## src/rtl/bus_alu_pkg.sv

```systemverilog
`default_nettype none
// ============================================================================
//  Module      : bus_alu_pkg
//  Description : Shared types for the bus ALU sequencer. It defines the ALU
//                operation codes and the micro-sequencer state encoding.
//  Revision    : 1.0 - initial parametrised release
// ============================================================================
package bus_alu_pkg;

    localparam int OP_W = 3;

    // ALU operation codes. Code 3'b111 is unnamed and executes as PASSA.
    typedef enum logic [OP_W-1:0] {
        OP_ADD   = 3'b000,
        OP_SUB   = 3'b001,
        OP_AND   = 3'b010,
        OP_OR    = 3'b011,
        OP_XOR   = 3'b100,
        OP_PASSA = 3'b101,
        OP_PASSB = 3'b110
    } alu_op_t;

    // Micro-sequencer phases: IDLE (T0 accept), EXEC (T1), WB (T2).
    typedef enum logic [1:0] {
        IDLE = 2'd0,
        EXEC = 2'd1,
        WB   = 2'd2
    } seq_state_t;

endpackage : bus_alu_pkg
`default_nettype wire

```

## src/rtl/bus_alu.sv

```systemverilog
`default_nettype none
// ============================================================================
//  Module      : bus_alu
//  Description : A purely combinational multi-op ALU. It takes two operands
//                and an op code and returns the result and the carry/borrow.
//                Optional macro BUS_ALU_SATURATE_EN: when it is defined, ADD
//                clamps to all-ones on overflow and SUB clamps to zero on
//                underflow. The carry output always reports the raw
//                carry/borrow.
//  Ports       : a, b   - operands (DR1, DR2)
//                op     - operation code
//                result - WIDTH-bit result
//                carry  - carry-out (ADD) or borrow (SUB), 0 otherwise
//  Revision    : 1.0 - initial parametrised release
// ============================================================================
module bus_alu
    import bus_alu_pkg::*;
#(
    parameter int WIDTH = 4
) (
    input  logic [WIDTH-1:0] a,
    input  logic [WIDTH-1:0] b,
    input  logic [OP_W-1:0]  op,
    output logic [WIDTH-1:0] result,
    output logic             carry
);

    logic [WIDTH:0] w_sum;
    logic [WIDTH:0] w_diff;

    // A single extra bit holds the carry-out for ADD.
    // For SUB, that bit goes high exactly when a < b, so it is the borrow.
    assign w_sum  = {1'b0, a} + {1'b0, b};
    assign w_diff = {1'b0, a} - {1'b0, b};

    always_comb begin
        result = a;
        carry  = 1'b0;
        case (op)
            OP_ADD: begin
                carry = w_sum[WIDTH];
`ifdef BUS_ALU_SATURATE_EN
                result = w_sum[WIDTH] ? {WIDTH{1'b1}} : w_sum[WIDTH-1:0];
`else
                result = w_sum[WIDTH-1:0];
`endif
            end
            OP_SUB: begin
                carry = w_diff[WIDTH];
`ifdef BUS_ALU_SATURATE_EN
                result = w_diff[WIDTH] ? {WIDTH{1'b0}} : w_diff[WIDTH-1:0];
`else
                result = w_diff[WIDTH-1:0];
`endif
            end
            OP_AND:   result = a & b;
            OP_OR:    result = a | b;
            OP_XOR:   result = a ^ b;
            OP_PASSA: result = a;
            OP_PASSB: result = b;
            default:  result = a;
        endcase
    end

endmodule : bus_alu
`default_nettype wire

```

## src/rtl/bus_alu_sequencer.sv

```systemverilog
`default_nettype none
// ============================================================================
//  Module      : bus_alu_sequencer
//  Description : Contains a bank of NREG general registers, the operand
//                registers DR1/DR2 and the accumulator AC, all behind a
//                multi-op ALU. An internal sequencer (IDLE -> EXEC -> WB)
//                runs each command under a valid/ready handshake. The block
//                also has a host register-write port and a bus-driven output
//                register (outr).
//                Optional macro BUS_ALU_SATURATE_EN: the ALU saturates on
//                ADD/SUB (see bus_alu).
//  Ports       : clk, rst (async, active-low)
//                cmd_valid/cmd_ready, cmd_op, cmd_a, cmd_b, cmd_dst - command
//                wr_en, wr_addr, wr_data - host register write
//                out_en, out_sel, outr   - output register load
//                rsp_valid, rsp_data     - one-cycle completion pulse + result
//                flag_c, flag_z          - flags of the last EXEC
//  Revision    : 1.0 - initial parametrised release
// ============================================================================
module bus_alu_sequencer
    import bus_alu_pkg::*;
#(
    parameter  int WIDTH = 4,
    parameter  int NREG  = 4,
    localparam int RW    = $clog2(NREG)
) (
    input  logic             clk,
    input  logic             rst,
    input  logic             cmd_valid,
    output logic             cmd_ready,
    input  logic [2:0]       cmd_op,
    input  logic [RW-1:0]    cmd_a,
    input  logic [RW-1:0]    cmd_b,
    input  logic [RW-1:0]    cmd_dst,
    input  logic             wr_en,
    input  logic [RW-1:0]    wr_addr,
    input  logic [WIDTH-1:0] wr_data,
    input  logic             out_en,
    input  logic [RW-1:0]    out_sel,
    output logic             rsp_valid,
    output logic [WIDTH-1:0] rsp_data,
    output logic             flag_c,
    output logic             flag_z,
    output logic [WIDTH-1:0] outr
);

    logic [WIDTH-1:0] r_regs [NREG];
    seq_state_t       r_state;
    logic [WIDTH-1:0] r_dr1;
    logic [WIDTH-1:0] r_dr2;
    logic [WIDTH-1:0] r_ac;
    logic [OP_W-1:0]  r_op;
    logic [RW-1:0]    r_dst;
    logic             r_flag_c;
    logic             r_flag_z;
    logic             r_rsp_valid;
    logic [WIDTH-1:0] r_rsp_data;
    logic [WIDTH-1:0] r_outr;

    logic [WIDTH-1:0] w_rd_a;
    logic [WIDTH-1:0] w_rd_b;
    logic [WIDTH-1:0] w_rd_out;
    logic [WIDTH-1:0] w_alu_res;
    logic             w_alu_carry;
    logic             w_wb;

    // Bus reads use a match-loop instead of a direct array index. As a
    // result, an index with no register behind it (NREG not a power of 2)
    // reads as zero without any extra range check.
    always_comb begin
        w_rd_a   = '0;
        w_rd_b   = '0;
        w_rd_out = '0;
        for (int i = 0; i < NREG; i++) begin
            if (cmd_a   == RW'(i)) w_rd_a   = r_regs[i];
            if (cmd_b   == RW'(i)) w_rd_b   = r_regs[i];
            if (out_sel == RW'(i)) w_rd_out = r_regs[i];
        end
    end

    assign w_wb = (r_state == WB);

    // Register bank. A write-back takes priority over a host write to the
    // same register. A write to an index with no register matches nothing
    // and is therefore dropped.
    always_ff @(posedge clk or negedge rst) begin
        if (!rst) begin
            for (int i = 0; i < NREG; i++) r_regs[i] <= '0;
        end else begin
            for (int i = 0; i < NREG; i++) begin
                if (w_wb && r_dst == RW'(i))
                    r_regs[i] <= r_ac;
                else if (wr_en && wr_addr == RW'(i))
                    r_regs[i] <= wr_data;
            end
        end
    end

    bus_alu #(
        .WIDTH (WIDTH)
    ) u_alu (
        .a      (r_dr1),
        .b      (r_dr2),
        .op     (r_op),
        .result (w_alu_res),
        .carry  (w_alu_carry)
    );

    // Micro-sequencer. Operands are captured from the pre-edge register
    // contents, so a host write on the accept edge is not seen by them.
    always_ff @(posedge clk or negedge rst) begin
        if (!rst) begin
            r_state     <= IDLE;
            r_dr1       <= '0;
            r_dr2       <= '0;
            r_ac        <= '0;
            r_op        <= '0;
            r_dst       <= '0;
            r_flag_c    <= 1'b0;
            r_flag_z    <= 1'b0;
            r_rsp_valid <= 1'b0;
            r_rsp_data  <= '0;
        end else begin
            r_rsp_valid <= 1'b0;
            case (r_state)
                IDLE: begin
                    if (cmd_valid) begin
                        r_dr1   <= w_rd_a;
                        r_dr2   <= w_rd_b;
                        r_op    <= cmd_op;
                        r_dst   <= cmd_dst;
                        r_state <= EXEC;
                    end
                end
                EXEC: begin
                    r_ac     <= w_alu_res;
                    r_flag_c <= w_alu_carry;
                    r_flag_z <= (w_alu_res == '0);
                    r_state  <= WB;
                end
                WB: begin
                    r_rsp_data  <= r_ac;
                    r_rsp_valid <= 1'b1;
                    r_state     <= IDLE;
                end
                default: r_state <= IDLE;
            endcase
        end
    end

    // outr samples the pre-edge bus value, so a same-edge write is not seen.
    always_ff @(posedge clk or negedge rst) begin
        if (!rst)
            r_outr <= '0;
        else if (out_en)
            r_outr <= w_rd_out;
    end

    assign cmd_ready = (r_state == IDLE);
    assign rsp_valid = r_rsp_valid;
    assign rsp_data  = r_rsp_data;
    assign flag_c    = r_flag_c;
    assign flag_z    = r_flag_z;
    assign outr      = r_outr;

endmodule : bus_alu_sequencer
`default_nettype wire

```

## config.mk

```make
export PLATFORM = sky130hd
export DESIGN_NAME = bus_alu_sequencer
export DESIGN_NICKNAME = d
export VERILOG_FILES = /design/src/rtl/bus_alu_pkg.sv /design/src/rtl/bus_alu.sv /design/src/rtl/bus_alu_sequencer.sv
export SDC_FILE = /design/constraint.sdc
export NUM_CORES = 1
export LEC_CHECK = 0
export CAP_MARGIN = 15
export CORE_MARGIN = 2
export CORE_UTILIZATION = 55
export CTS_CLUSTER_SIZE = 16
export DETAILED_ROUTE_END_ITERATION = 12
export PLACE_DENSITY = 0.89
export SETUP_SLACK_MARGIN = 0.02
export SYNTH_ARGS = -nofsm -noshare
export SYNTH_HDL_FRONTEND = slang
export SYNTH_HIERARCHICAL = 1
export SYNTH_SLANG_ARGS = --single-unit
```

## constraint.sdc

```tcl
create_clock -name clk -period 2.6 [get_ports clk]
set_input_delay 0.52 -clock clk [delete_from_list [all_inputs] [get_ports clk]]
set_output_delay 0.52 -clock clk [all_outputs]
set_load 0.05 [all_outputs]
```

==> reports/metrics.csv, run 1 <==
stage,metric,value,unit
outcome,status,finished clean,
die,die width,76.4,um
die,Core Area,0.00507,mm^2
sta,Worst-Margin Slew,0.622,ns
clock_network,Root Buffer,clkbuf_8,
critical_path,Critical Path Start,r_dr2[0],
clock_network,clock buffer depth,2,
finish,Layout area overhead,15.2,%
yosys,Ys Warns,6,
clock_network,cts bufs inserted,5,
sta,post-layout min period,2.39,ns
detailed_routing,Vias/cell,5.77,
clock_network,H-tree depth,2,
detailed_routing,routed wire length,5.60,mm
power_and_ir_drop,Design Power,3.79,mW
die,Initial Util,56.8,%
sta,slew margin rel.,58.5,%
sta,setup TNS,0,ns
yosys,ranking of synthesized cells by area,"dfrtp_1, mux4_1, mux2_2",
detailed_routing,Antenna Nets Post-Route,0,
worst_hold_path,Min-Delay Path Class,input pin to asynchronous set/reset pin,
yosys,top-count cell post-synth,dfrtp_1,
yosys,top cell type's share of synthesized area,39.9,%
placed_design,Placer Congestion,0.873,
yosys,sequential cell area fraction in the yosys report,39.9,%
detailed_routing,wire length per cell,16.4,um
critical_path,Worst Setup Path Type,flop to flop,
die,FP Rows,26,
critical_path,R2R Path Start,r_dr2[0],
die,Die ar.,0.00584,mm^2
yosys,cell taking the most area after synthesis,dfrtp_1,
sta,"Slew Viols, Final",0,
sta,Final setup viols,0,
yosys,syn_area_per_cell,12.2,um^2
yosys,Synth top cells by count,"dfrtp_1, mux2_2, mux2i_1, o21ai_0",
sta,Fmax,418,MHz
placed_design,port buffer count,33,
yosys,"EDFF count, synth",0,
yosys,syn nets,273,
clock_network,CTS tree,yes,
global_route,vias in the first global route,1880,
clock_network,Post-CTS Hold Fix Bufs,0,
clock_network,# resized after CTS,0,
clock_network,postcts setup bufs,0,
detailed_routing,DRC viols,0,
sta,RSZ-0062 raised after global routing,false,
detailed_routing,DRT Pass-1 Iters,4,
yosys,"Primary FF master, synth",dfrtp_1,
sta,Final Hold Fails,0,
finish,layout cells sized above 1,18.1,%
global_route,Total GRT Usage,20.6,%
global_route,first-pass GRT wire length,9.36,mm
run,Max-cap violations,0,
yosys,Synth Instances,237,
placed_design,DP Worst Slack,0.237,ns
critical_path,Setup crit start kind,flop,
critical_path,critical path peak fanout,5,
clock_network,Clock Sink Count,46,
clock_network,clk slew on worst S/H paths,0.08,ns
yosys,Async SR Flop Fraction,100,%
global_route,largest net degree at the start of global routing,33,
sta,Clock Skew,0.00778,ns
yosys,Synth cell types,44,
die,Die Span Y,76.4,um
yosys,synthesized cell area,0.00288,mm^2
finish,antenna fix cells,0,
global_route,Overflow after GRT,0,
power_and_ir_drop,LEAKAGE,1.45,nW
placed_design,placed cell area,0.00323,mm^2
finish,Nets,306,
critical_path,arrival time worst endpoint,2.64,ns
global_route,initial antenna violation count,0,
placed_design,post-DP HPWL,4.29,mm
yosys,number of synthesized register bits,46,
detailed_routing,DR iter-0 viols,122,
finish,Filler cells,408,
detailed_routing,Via Count,1968,
critical_path,CP required,2.84,ns
sta,setup ws final,0.205,ns
die,I/O Pins,34,
power_and_ir_drop,pwr/cell area,1140,mW/mm^2
power_and_ir_drop,maximum VDD drop,0.000833,V
clock_network,Worst-Skew Late Latency,0.30,ns
finish,final cell area excluding filler cells,0.00332,mm^2
critical_path,Crit. End Element,flop,
sta,fin crit share,92.1,%
## registers in the layout (all words and copies together) (netlist names)
signal,cells
flag_z,1
r_dst,2
r_ac,4
r_state,2
flag_c,1
r_dr1,4
r_regs,16
outr,4
rsp_valid,1
rsp_data,4
r_op,3
r_dr2,4
## cell families after synthesis
| kind of cell | share of synthesized area, % |
|---|---|
| muxes | 28.5 |
| AOI/OAI and AO/OA | 9.50 |
| DFF | 39.9 |
| buffers and inverters | 5.29 |
| xor gates and xnor gates | 0.304 |
| and+or+nand+nor | 9.94 |
| adders and majority gates | 6.59 |
## per-stage QoR
step                      std cells  util [%]  hold WS, ns
after floorplan                 237         -        0.224
after global placement          333      63.7        0.438
after detailed placement        333      63.7        0.438
after CTS                       341      65.5        0.110
after global routing            341      65.5        0.119
final                           341      65.5        0.108
## cell usage in the layout (no fill, tap or decap), types with 2 or more instances in the layout
cell type / n
o21ai_0: 16
nand2_1: 15
clkdlybuf4s50_1: 32
o211ai_1: 2
mux2i_1: 16
mux2_2: 27
fa_1: 2
a21oi_1: 14
dfrtp_1: 46
nand2b_1: 2
clkbuf_8: 6
buf_4: 4
a211oi_1: 2
ha_1: 12
nor3_1: 3
and2b_2: 2
nor2_1: 10
nor4bb_1: 2
nand3_1: 3
nor2b_1: 4
mux4_1: 13
inv_1: 15
## metal layers
metal / global-route usage [%] / wire (um) / vias to the layer above
met5: 0 / 0 / -
met4: 6.73 / 78 / 0
met3: 3.79 / 209 / 8
met2: 34.6 / 2910 / 49
met1: 27.0 / 2400 / 973
li1: - / - / 938
## critical path, cell delays in order, from the launching register on
cell	delay (ns)
dfrtp_1	0.41
ha_1	0.22
inv_1	0.06
fa_1	0.48
inv_1	0.04
mux4_1	0.47
nor2_1	0.10
a21oi_1	0.08
nor4_1	0.29
mux2_2	0.19
## power by group
group	leakage, nW	internal [mW]	switching, mW
clock	0.0482	0.215	0.230
combinational	0.859	0.945	0.978
sequential	0.547	1.03	0.386
## worst paths after layout
check | endpoint | slack [ns] | cells past startpoint
min in group clk | outr[0] | 0.51 | 1
setup / recovery | flag_z | 0.21 | 9
max in group asynchronous | r_regs[15] | 1.76 | 2
setup reg to reg | flag_z | 0.21 | 9
hold reg to reg | outr[0] | 0.51 | 1
hold / removal | r_regs[12] | 0.11 | 1
## final cells by class
class                           instances  area [um^2]  area share (%)
Clock buffer                            7         86.3            2.60
Clock inverter                          1         5.00           0.151
Inverter                               15         56.3            1.69
Multi-Input combinational cell        165         1580            47.6
Sequential cell                        46         1150            34.7
Tap cell                               70         87.6            2.64
Timing Repair Buffer                   37          355            10.7
(Power assumes the default switching activity.)
==> run 2: changes to the inputs <==
CORE_MARGIN = 5   (was 2)
==> run 2 against run 1 <==
Largest power group unchanged; clock skew rose by 0.0023 ns; flip-flop and latch count did not move; total power rose by 2.7%; combinational power barely moved; maximum frequency fell by 0.10%; worst hold slack got worse by 0.0028 ns.
==> reports/metrics.csv, run 2 (same netlist as run 1, synthesis figures left out) <==
stage,metric,value,unit,change
outcome,status,finished clean,,
clock_network,CTS tree,yes,,
detailed_routing,routed wire length,5.92,mm,+5.7%
sta,Worst-Margin Slew,0.616,ns,-0.00613 ns
clock_network,Clock Sink Count,46,,unchanged
critical_path,Crit. End Element,flop,,
sta,Clock Skew,0.0100,ns,+0.00226 ns
die,die width,82.4,um,+7.9%
detailed_routing,DRT Pass-1 Iters,4,,unchanged
detailed_routing,Antenna Nets Post-Route,0,,unchanged
global_route,Overflow after GRT,0,,unchanged
die,Initial Util,56.5,%,-0.36 points
detailed_routing,Via Count,1981,,+0.66%
power_and_ir_drop,LEAKAGE,1.46,nW,+0.70%
finish,layout cells sized above 1,18.8,%,+0.74 points
clock_network,H-tree depth,2,,unchanged
die,I/O Pins,34,,unchanged
detailed_routing,wire length per cell,17.3,um,+5.7%
global_route,first-pass GRT wire length,9.79,mm,+4.6%
finish,final cell area excluding filler cells,0.00335,mm^2,+0.72%
finish,antenna fix cells,0,,unchanged
finish,Biggest register,r_regs,,
critical_path,R2R Path Start,r_dr2[0],,
clock_network,Root Buffer,clkbuf_8,,
global_route,gr busiest metal,met2,,
critical_path,Setup crit start kind,flop,,
power_and_ir_drop,Pint,2.26,mW,+3.3%
die,Die ar.,0.00679,mm^2,+16%
finish,Nets,306,,unchanged
global_route,GR Layer Usage met3,3.69,%,-0.10 points
placed_design,port buffer count,33,,unchanged
finish,Filler cells,400,,-2.0%
power_and_ir_drop,pwr/cell area,1160,mW/mm^2,+2.0%
finish,Layout area overhead,16.0,%,
power_and_ir_drop,clock power share,13.4,%,+1.7 points
finish,"most common cell after layout, fill and taps aside",dfrtp_1,,
global_route,GR Util met2,34.1,%,-0.47 points
sta,Final Hold Fails,0,,unchanged
global_route,GR Util met1,24.3,%,-2.7 points
critical_path,critical path peak fanout,5,,unchanged
die,Die Span Y,82.4,um,+7.9%
die,Core Area,0.00511,mm^2,+0.64%
critical_path,CP required,2.85,ns,about the same
power_and_ir_drop,Reg power frac,36.5,%,-1.0 points
placed_design,placed cell area,0.00323,mm^2,unchanged
sta,setup TNS,0,ns,unchanged
global_route,largest net degree at the start of global routing,33,,unchanged
global_route,initial antenna violation count,0,,unchanged
power_and_ir_drop,Gate power share,50.1,%,-0.7 points
clock_network,cts bufs inserted,5,,unchanged
clock_network,Worst-Skew Late Latency,0.30,ns,about the same
detailed_routing,DR iter-0 viols,95,,-22%
detailed_routing,Vias/cell,5.81,,+0.66%
power_and_ir_drop,Net Sw Power,1.63,mW,+2.0%
sta,Fmax,417,MHz,-0.10%
clock_network,Post-CTS Hold Fix Bufs,0,,unchanged
placed_design,post-DP HPWL,4.46,mm,+4.0%
finish,number of flip-flops under the largest register name,16,,unchanged
sta,RSZ-0062 raised after global routing,false,,
power_and_ir_drop,Net Sw Frac,41.8,%,-0.30 points
detailed_routing,DRC viols,0,,unchanged
placed_design,Placer Congestion,0.846,,-3.1%
run,Max-cap violations,0,,unchanged
clock_network,clk slew on worst S/H paths,0.09,ns,about the same
critical_path,worst reg-to-reg path cell count,9,,unchanged
worst_hold_path,Min-Delay Path Class,input pin to asynchronous set/reset pin,,
sta,post-layout min period,2.40,ns,+0.00243 ns
sta,"Slew Viols, Final",0,,unchanged
global_route,Total GRT Usage,19.3,%,-1.2 points
global_route,vias in the first global route,2004,,+6.6%
finish,most frequent cells in the layout,"dfrtp_1, clkdlybuf4s50_1, mux2_2, mux2i_1, o21ai_0",,
clock_network,clock buffer depth,2,,unchanged
critical_path,endpoint of the lowest-slack register-to-register path,flag_z,,
critical_path,Worst Setup Path Type,flop to flop,,
sta,Final setup viols,0,,unchanged
critical_path,R2R setup slack,0.20,ns,about the same
die,FP Rows,26,,unchanged
sta,fin crit share,92.2,%,+0.093 points
power_and_ir_drop,maximum VDD drop,0.000834,V,+0.17%
sta,slew margin rel.,58.9,%,+0.41 points
critical_path,arrival time worst endpoint,2.65,ns,about the same
-- run 2: metal layers --
metal | share of wire [%] | vias to the layer above
met5 | 0 | -
met4 | 1.1 | 0
met3 | 3.8 | 7
met2 | 54 | 47
met1 | 41 | 993
li1 | - | 934
-- run 2: through the flow --
step / hold WS (ns) / std cells / utilization, % / worst slack (ns) / total power, mW
2_1_floorplan: 0.224 / 237 / - / 0.424 / 2.82
3_3_place_gp: 0.437 / 333 / 63.3 / 0.310 / 3.26
3_5_place_dp: 0.445 / 333 / 63.3 / 0.235 / 3.36
4_1_cts: 0.107 / 341 / 65.4 / 0.206 / 3.90
5_1_grt: 0.119 / 341 / 65.5 / 0.0394 / 4.17
6_report: 0.105 / 341 / 65.5 / 0.203 / 3.89
-- run 2: power by group through the flow --
stage / logic (mW) / clock network, mW / registers, mW
final: 1.95 / 0.522 / 1.42
after detailed placement: 1.93 / 0 / 1.42
after floorplan: 1.27 / 0 / 1.55
after global placement: 1.86 / 0 / 1.40
after global routing: 2.12 / 0.565 / 1.48
after CTS: 1.94 / 0.536 / 1.42
-- run 2: timing repair --
item                       in CTS  in global routing
buffers inserted                0                  0
setup endpoints to repair       0                  1
resized for setup               0                  1
hold endpoints to repair        0                  0
-- run 2: worst max path at each step --
| stage | depth (start not counted) | endpoint | startpoint |
|---|---|---|---|
| floorplan | 9 | flag_z | r_dr2[0] |
| global placement | 9 | flag_z | r_dr2[0] |
| detailed placement | 9 | flag_z | r_dr2[0] |
| CTS | 9 | flag_z | r_dr2[0] |
| global route | 9 | flag_z | r_dr2[0] |
| finish | 9 | flag_z | r_dr2[0] |
-- run 2: worst max-delay path: stages, from the launching register on --
cell	delay, ns
dfrtp_1	0.41
ha_1	0.22
inv_1	0.07
fa_1	0.47
inv_1	0.03
mux4_1	0.48
nor2_1	0.11
a21oi_1	0.08
nor4_2	0.29
mux2_2	0.18
-- run 2: final cells by class --
class / count / area (um^2) / share of cell area (%)
multi-input combinational: 165 / 1590 / 47.4
sequential: 46 / 1150 / 34.4
timing repair buffer: 37 / 355 / 10.6
tap: 70 / 87.6 / 2.62
clock buffer: 5 / 68.8 / 2.06
inverter: 15 / 56.3 / 1.68
clock inverter: 3 / 40.0 / 1.20
==> run 3: changes to the inputs <==
CELL_PAD_IN_SITES_DETAIL_PLACEMENT = 1   (was default)
CELL_PAD_IN_SITES_GLOBAL_PLACEMENT = 1   (was default)
CORE_UTILIZATION = 51   (was 55)
DONT_BUFFER_PORTS = 1   (was default)
==> run 3 against run 2 <==
Worst hold slack lost 0.047 ns; design area shrank 10%; critical path depth grew 2.
==> reports/metrics.csv, run 3 (same netlist as run 1, synthesis figures left out) <==
stage,metric,value,unit,change
outcome,status,finished clean,,
sta,Worst-Margin Slew,0.667,ns,+0.0507 ns
global_route,first-pass GRT wire length,11.8,mm,+20%
global_route,Overflow after GRT,0,,unchanged
sta,Final setup viols,0,,unchanged
clock_network,postcts setup bufs,0,,unchanged
clock_network,H-tree depth,2,,unchanged
critical_path,endpoint of the lowest-slack register-to-register path,flag_z,,
detailed_routing,Via Count,1945,,-1.8%
placed_design,post-DP HPWL,5.63,mm,+26%
finish,final core utilization,54.6,%,-11 points
critical_path,Setup crit start kind,flop,,
finish,Multi-input gate area,0.00158,mm^2,-0.39%
clock_network,Clock Sink Count,46,,unchanged
detailed_routing,DRT Pass-1 Iters,4,,unchanged
die,die width,85.2,um,+3.4%
die,I/O Pins,34,,unchanged
critical_path,Crit path top cell by count,a21oi_1,,
sta,slew margin rel.,55.6,%,-3.4 points
critical_path,R2R Path Start,r_dr1[0],,
die,Die ar.,0.00726,mm^2,+6.9%
placed_design,port buffer count,0,,-100%
die,Core Area,0.00551,mm^2,+7.8%
critical_path,"Largest stage delay, worst path",0.42,ns,-0.06 ns
critical_path,worst-path cell chain,"inv_1, ha_1, inv_1, fa_1, xnor2_1, o21ai_1, a21oi_1, a21oi_1, a21oi_1, nor4_1, mux2_2",,
clock_network,clk slew on worst S/H paths,0.08,ns,about the same
finish,number of flip-flops under the largest register name,16,,unchanged
power_and_ir_drop,pwr/cell area,1240,mW/mm^2,+6.7%
clock_network,Root Buffer,clkbuf_8,,
critical_path,worst reg-to-reg path cell count,11,,+2
detailed_routing,wire length per cell,23.5,um,+36%
sta,setup TNS,0,ns,unchanged
critical_path,Crit. End Element,flop,,
sta,post-layout min period,2.52,ns,+0.127 ns
critical_path,slowest CP cell,dfrtp_1,,
finish,antenna fix cells,0,,unchanged
sta,Fmax,396,MHz,-5.0%
finish,Nets,273,,-11%
finish,register area,0.00115,mm^2,unchanged
finish,Layout area overhead,4.29,%,
worst_hold_path,Min-Delay Path Class,input pin to asynchronous set/reset pin,,
placed_design,DP Worst Slack,0.116,ns,-0.119 ns
critical_path,Worst Setup Path Type,flop to flop,,
critical_path,CP required,2.78,ns,-0.07 ns
finish,most frequent cells in the layout,"dfrtp_1, mux2_2, mux2i_1",,
critical_path,critical path peak fanout,3,,-2
finish,"most common cell after layout, fill and taps aside",dfrtp_1,,
sta,fin crit share,97.1,%,+4.9 points
sta,"Slew Viols, Final",0,,unchanged
clock_network,CTS tree,yes,,
detailed_routing,DR iter-0 viols,78,,-18%
finish,layout cells sized above 1,19.8,%,+1.0 points
global_route,initial antenna violation count,0,,unchanged
clock_network,clock buffer depth,2,,unchanged
run,Max-cap violations,0,,unchanged
detailed_routing,Vias/cell,6.29,,+8.4%
finish,Filler cells,577,,+44%
die,Initial Util,52.4,%,-4.1 points
placed_design,Placer Congestion,0.811,,-4.1%
critical_path,R2R setup slack,0.08,ns,-0.13 ns
power_and_ir_drop,maximum VDD drop,0.000785,V,-5.9%
sta,RSZ-0062 raised after global routing,false,,
sta,Final Hold Fails,0,,unchanged
sta,Clock Skew,0.00640,ns,-0.00363 ns
die,FP Rows,27,,+3.8%
detailed_routing,DRC viols,0,,unchanged
sta,setup ws final,0.0755,ns,-0.127 ns
global_route,largest net degree at the start of global routing,47,,+42%
power_and_ir_drop,LEAKAGE,1.32,nW,-9.6%
clock_network,cts bufs inserted,5,,unchanged
die,Die Span Y,85.2,um,+3.4%
finish,Biggest register,r_regs,,
detailed_routing,Antenna Nets Post-Route,0,,unchanged
global_route,vias in the first global route,2247,,+12%
detailed_routing,routed wire length,7.27,mm,+23%
critical_path,arrival time worst endpoint,2.71,ns,+0.06 ns
global_route,Total GRT Usage,21.1,%,+1.8 points
clock_network,Worst-Skew Late Latency,0.30,ns,about the same
==> run 3: cell types whose count changed in the layout (fill, tap and decap cells not counted), sizes merged <==
cell           previous run  this run
clkinvlp                  0         1
clkbuf                    5         6
bufinv                    1         0
clkdlybuf4s50            32         0
clkinv                    2         0
buf                       5         4
==> run 3: worst max path at each step <==
stage                  start     end
finish              r_dr1[0]  flag_z
global route        r_dr1[2]  flag_z
CTS                 r_dr2[0]  flag_z
detailed placement  r_dr2[0]  flag_z
global placement    r_dr2[0]  flag_z
floorplan           r_dr2[0]  flag_z
==> run 3: metrics by stage <==
stage | total power [mW] | instances | hold WS [ns] | instance area (um^2)
global placement | 3.08 | 301 | 0.225 | 2900
detailed placement | 3.28 | 301 | 0.225 | 2900
CTS | 3.73 | 309 | 0.0573 | 3010
floorplan | 2.82 | 237 | 0.224 | 2880
global route | 3.96 | 309 | 0.0599 | 3010
finish | 3.73 | 309 | 0.0585 | 3010
==> run 3: report_power, final <==
part           leakage, nW  internal [mW]  total (mW)  switching, mW
clock network       0.0373          0.185       0.416          0.232
registers            0.547           1.03        1.77          0.747
logic                0.739          0.795        1.54          0.747
==> run 3: layout make-up <==
| type | instances | share of cell area, % |
|---|---|---|
| well taps | 72 | 3.00 |
| clock buffers | 6 | 2.41 |
| multi-input cells | 165 | 52.5 |
| flip-flops and latches | 46 | 38.3 |
| inverters | 15 | 1.87 |
| clock inverters | 1 | 0.250 |
| repair buffers | 4 | 1.66 |
==> run 3: per-layer routing <==
| metal | routed length [um] | up-vias | track usage [%] |
|---|---|---|---|
| met4 | 435 | 0 | 12.8 |
| li1 | - | 865 | - |
| met1 | 2800 | 972 | 24.5 |
| met5 | 0 | - | 0 |
| met2 | 3690 | 73 | 35.7 |
| met3 | 348 | 35 | 4.47 |
==> run 3: worst max-delay path: cells and delay by family (launching register included) <==
kind | cells | cell delay [ns]
AOI/OAI and AO/OA | 4 | 0.62
adders and majority gates | 2 | 0.59
DFF | 1 | 0.42
muxes | 1 | 0.28
xor gates and xnor gates | 1 | 0.20
buffers and inverters | 2 | 0.19
and+or+nand+nor | 1 | 0.10
==> run 3: what timing repair did <==
| action | in CTS | in global routing |
|---|---|---|
| resized for setup | 0 | 1 |
| endpoints found under the setup margin | 0 | 1 |
| hold endpoints to repair | 46 | 0 |
| hold buffers | 1 | 0 |
